**config.mk**
```make
export PLATFORM = sky130hd
export DESIGN_NAME = cpu_step_ctrl
export DESIGN_NICKNAME = d
export VERILOG_FILES = /design/src/rtl/cpu_step_ctrl.sv
export SDC_FILE = /design/constraint.sdc
export NUM_CORES = 1
export LEC_CHECK = 0
export CAP_MARGIN = 40
export CORE_ASPECT_RATIO = 0.9
export CORE_MARGIN = 5
export CORE_UTILIZATION = 50
export DETAILED_ROUTE_END_ITERATION = 8
export PLACE_DENSITY = 0.69
export SYNTH_ARGS = -nofsm -noshare
export SYNTH_HDL_FRONTEND = slang
export SYNTH_SLANG_ARGS = --single-unit
```
**constraint.sdc**
```tcl
create_clock -name clk -period 3.3 [get_ports clk]
set_input_delay 0.66 -clock clk [delete_from_list [all_inputs] [get_ports clk]]
set_output_delay 0.66 -clock clk [all_outputs]
set_load 0.005 [all_outputs]
```
**src/rtl/cpu_step_ctrl.sv**
```systemverilog
// Run/pause/single-step controller. Turns slow_clk rising edges into one-cycle
// cpu_ce pulses under control of two debounced pushbuttons, and counts the
// pulses issued.
module cpu_step_ctrl #(
   parameter int unsigned DEBOUNCE_CYCLES = 1000000,
   parameter int unsigned CNT_W           = 32
) (
   input  logic             clk,
   input  logic             rst_n,
   input  logic             slow_clk,
   input  logic             btn_run,
   input  logic             btn_step,
   output logic             cpu_ce,
   output logic             mode_run,
   output logic             step_armed,
   output logic [CNT_W-1:0] cycle_count
);

   localparam int unsigned DB_W = (DEBOUNCE_CYCLES > 1) ? $clog2(DEBOUNCE_CYCLES) : 1;
   localparam logic [DB_W-1:0] DB_LAST = DB_W'(DEBOUNCE_CYCLES - 1);

   typedef enum logic [1:0] {
      StPause,
      StRun,
      StStep
   } state_e;

   // Bit 0 is the run button, bit 1 the step button.
   logic [1:0]      sync1;
   logic [1:0]      sync2;
   logic [1:0]      deb;
   logic [1:0]      deb_d;
   logic [1:0]      press;
   logic [DB_W-1:0] db_cnt [2];

   logic   slow_clk_d;
   logic   tick;
   logic   run_p;
   logic   step_p;
   state_e state;

   assign run_p  = press[0];
   assign step_p = press[1];
   assign tick   = slow_clk & ~slow_clk_d;

   // Synchronize, debounce and turn debounced rising levels into one-cycle presses.
   always_ff @(posedge clk) begin
      if (!rst_n) begin
         sync1 <= '0;
         sync2 <= '0;
         deb   <= '0;
         deb_d <= '0;
         press <= '0;
         for (int i = 0; i < 2; i++) begin
            db_cnt[i] <= '0;
         end
      end else begin
         sync1 <= {btn_step, btn_run};
         sync2 <= sync1;
         deb_d <= deb;
         press <= deb & ~deb_d;
         for (int i = 0; i < 2; i++) begin
            // Count consecutive cycles the synchronized level disagrees with the accepted one.
            if (sync2[i] == deb[i]) begin
               db_cnt[i] <= '0;
            end else if (db_cnt[i] == DB_LAST) begin
               deb[i]    <= sync2[i];
               db_cnt[i] <= '0;
            end else begin
               db_cnt[i] <= db_cnt[i] + DB_W'(1);
            end
         end
      end
   end

   // Delay slow_clk one cycle for rising-edge detection.
   always_ff @(posedge clk) begin
      if (!rst_n) begin
         slow_clk_d <= 1'b0;
      end else begin
         slow_clk_d <= slow_clk;
      end
   end

   // Run/pause/step state machine with registered outputs.
   always_ff @(posedge clk) begin
      if (!rst_n) begin
         state      <= StPause;
         cpu_ce     <= 1'b0;
         mode_run   <= 1'b0;
         step_armed <= 1'b0;
      end else begin
         cpu_ce <= 1'b0;
         unique case (state)
            StPause: begin
               // run_p takes priority over a simultaneous step_p.
               if (run_p) begin
                  state    <= StRun;
                  mode_run <= 1'b1;
               end else if (step_p) begin
                  state      <= StStep;
                  step_armed <= 1'b1;
               end
            end
            StRun: begin
               // A tick coinciding with the pause request still executes.
               if (tick) begin
                  cpu_ce <= 1'b1;
               end
               if (run_p) begin
                  state    <= StPause;
                  mode_run <= 1'b0;
               end
            end
            StStep: begin
               if (tick) begin
                  cpu_ce <= 1'b1;
               end
               if (run_p) begin
                  state      <= StRun;
                  mode_run   <= 1'b1;
                  step_armed <= 1'b0;
               end else if (tick) begin
                  state      <= StPause;
                  step_armed <= 1'b0;
               end
            end
            default: begin
               state      <= StPause;
               mode_run   <= 1'b0;
               step_armed <= 1'b0;
            end
         endcase
      end
   end

   // Count issued enables; wraps silently.
   always_ff @(posedge clk) begin
      if (!rst_n) begin
         cycle_count <= '0;
      end else if (cpu_ce) begin
         cycle_count <= cycle_count + CNT_W'(1);
      end
   end

endmodule
```
==> results_dict.tcl <==
set metrics [dict create \
    status "finished, final reports clean" \
    maxSlewViolCount 0 \
    ys.flop_type "dfxtp_1" \
    pre_cts_slack_ns 1.077 \
    fp.coreArea_um2 8528 \
    port_buffers 39 \
    timing.final.ws_setup_ns 1.046 \
    final_nets 530 \
    powerDensity_nw_per_um2 395.6 \
    final_common_cell "dfxtp_1" \
    placed_area_um2 4955 \
    ios 40 \
    grt_pass1_wl_um 14870 \
    dr_total_vias 3424 \
    yosys_warnings 0 \
    clkSinkCount 88 \
    finClkSkew_ns 0.007646 \
    clk_pin_slew_ns 0.10 \
    dr.first_iter.drc_count 113 \
    drt_wl_total_um 8571 \
    setup_violations 0 \
    drt_first_pass_iters 4 \
    instances_no_fill 643 \
    cp-end-kind "register" \
    ys_ff_latch 88 \
    antenna_found_initial 0 \
    drive_gt1_share_pct 4.389 \
    fillCellCount 779 \
    clockBufferDepth 2 \
    synth.top_cell.area_share_pct 27.72 \
    ys_seq_area_share_pct 49.90 \
    holdBufCountCts 0 \
    crit_arrival_ns 2.54 \
    synth_cells 449 \
    rows 32 \
    ant_nets 0 \
    fin_crit_ns 2.254 \
    drc 0 \
    numCtsBuffers 9 \
    place_hpwl_um 6170 \
    maxCapViolCount 0 \
    final_core_util_pct 60.50 \
    clkLatencyLatePin_ns 0.36 \
    die-width_um 108.1 \
    crit_fanout 15 \
    post_cts.repair.setup_buffers 0 \
    p_leak_nw 1.732 \
    die_y_um 98.32 \
    start_util_pct 50.81 \
    grt_pass1_vias 3289 \
    fmax_mhz 443.7 \
    period_share_pct 68.30 \
    cts_resized 0 \
    track_usage_pct 17.04 \
    max-vdd-ir-drop_mv 0.3035 \
    clock-root-buffer "clkbuf_8" \
    final_area_um2 5160 \
    critical_path_class "register to register" \
    wl_per_cell_um 13.33 \
    htree_levels 3 \
    synth_area_leaders "edfxtp_1, dfxtp_1, xor2_1, nand4_1, nor2_1" \
    fin_setup_tns_ns 0 \
    yosysUniqueCellTypes 42 \
    rsz0062_at_grt "false" \
    syn-mean-instance-area_um2 9.650 \
    syn_area_um2 4333 \
    worst_hold_path_type "register to register" \
    ff2ff_setup_slack_ns 1.05 \
    routabilityCongestion 0.7885 \
    async_flop_share_pct 0 \
    cts_tree "done" \
    area_growth_pct 19.09 \
    yosysTopAreaCell "edfxtp_1" \
    synth_edf_count 40 \
    vias_per_cell 5.325 \
    overflow 0 \
    insertedDiodeCount 0 \
    dp.cells 627 \
    grt_max_degree 30 \
    hold_viol_final 0 \
    die_area_um2 10630 \
    final_cell_mix "dfxtp_1, nor2_1, edfxtp_1, conb_1, clkdlybuf4s50_1" \
    cp.required_ns 3.59 \
    critPathLaunchType "register" \
]
==> through the flow <==
stage | hold slack (ns) | power [W]
6_report | 0.3906 | 0.002041
2_1_floorplan | 0.3674 | 0.001274
5_1_grt | 0.4036 | 0.002137
3_5_place_dp | 0.3745 | 0.001304
4_1_cts | 0.3933 | 0.002066
3_3_place_gp | 0.3737 | 0.001301
==> flip-flops by register name, summed over array words and instances, names as in the netlist, 2 cells and up <==
register,cells
cycle_count,32
press,2
deb,2
db_cnt,40
sync2,2
state,2
deb_d,2
sync1,2
==> cell families (layout without fill, tap and decap cells) <==
logic type      Yosys count  count (layout)  share of synthesized area [%]
simple gates            203             203                          26.19
flops                    88              88                          49.90
compound gates           67              67                          9.385
buf+inv                  40              76                          3.638
xor+xnor                 38              38                          7.681
fa+ha+maj                 6               6                          1.733
mux                       6               6                          1.386
other cells               1              40                        0.08655
==> worst max-delay path, stage by stage, from the launching register on <==
cell and delay [ns]:
dfxtp_1 0.45, nand4_2 0.19, or4_1 0.80, or4_1 0.59, a21oi_1 0.15
==> final timing paths <==
check,startpoint,to,cells past startpoint
setup / recovery,cycle_count[6],cycle_count[21],4
hold / removal,deb_d[0],press[0],1
setup reg to reg,cycle_count[6],cycle_count[21],4
hold reg to reg,deb_d[0],press[0],1
==> where the power goes <==
group | switching (W) | total (W) | internal (W)
Combinational | 0.0000502 | 0.0000876 | 0.0000374
Clock | 0.000423 | 0.000762 | 0.000339
Sequential | 0.0000261 | 0.00119 | 0.00117
Total | 0.000500 | 0.00204 | 0.00154
==> metal layers <==
metal	share of wire (%)	global-route usage, %	vias up
li1	-	-	1755
met1	47	22.43	1620
met2	48	28.25	45
met3	3.9	4.825	4
met4	0.54	3.204	0
met5	0	0	-
==> cell type report <==
class	instances	area [µm²]	share of cell area [%]
Clock inverter	6	56.30	1.091
Inverter	17	63.81	1.237
Sequential cell	88	2162	41.90
Clock buffer	10	148.9	2.886
Tap cell	119	148.9	2.886
Timing Repair Buffer	43	420.4	8.147
Multi-Input combinational cell	360	2160	41.85
==> synth_stat cells, types with 2 or more instances <==
| library cell | n |
|---|---|
| a21oi_1 | 28 |
| and2_1 | 14 |
| and3_1 | 6 |
| and4_1 | 8 |
| buf_1 | 2 |
| buf_2 | 3 |
| clkbuf_1 | 17 |
| dfxtp_1 | 48 |
| edfxtp_1 | 40 |
| ha_1 | 6 |
| inv_1 | 17 |
| mux2i_1 | 6 |
| nand2_1 | 27 |
| nand2b_1 | 6 |
| nand3_1 | 20 |
| nand4_1 | 28 |
| nor2_1 | 42 |
| nor2b_1 | 2 |
| nor3_1 | 5 |
| nor4_1 | 8 |
| nor4bb_1 | 2 |
| o211ai_1 | 2 |
| o21a_1 | 3 |
| o21ai_0 | 13 |
| o31ai_1 | 15 |
| or3_1 | 13 |
| or4_1 | 17 |
| xnor2_1 | 12 |
| xor2_1 | 26 |
(Power assumes the default switching activity.)
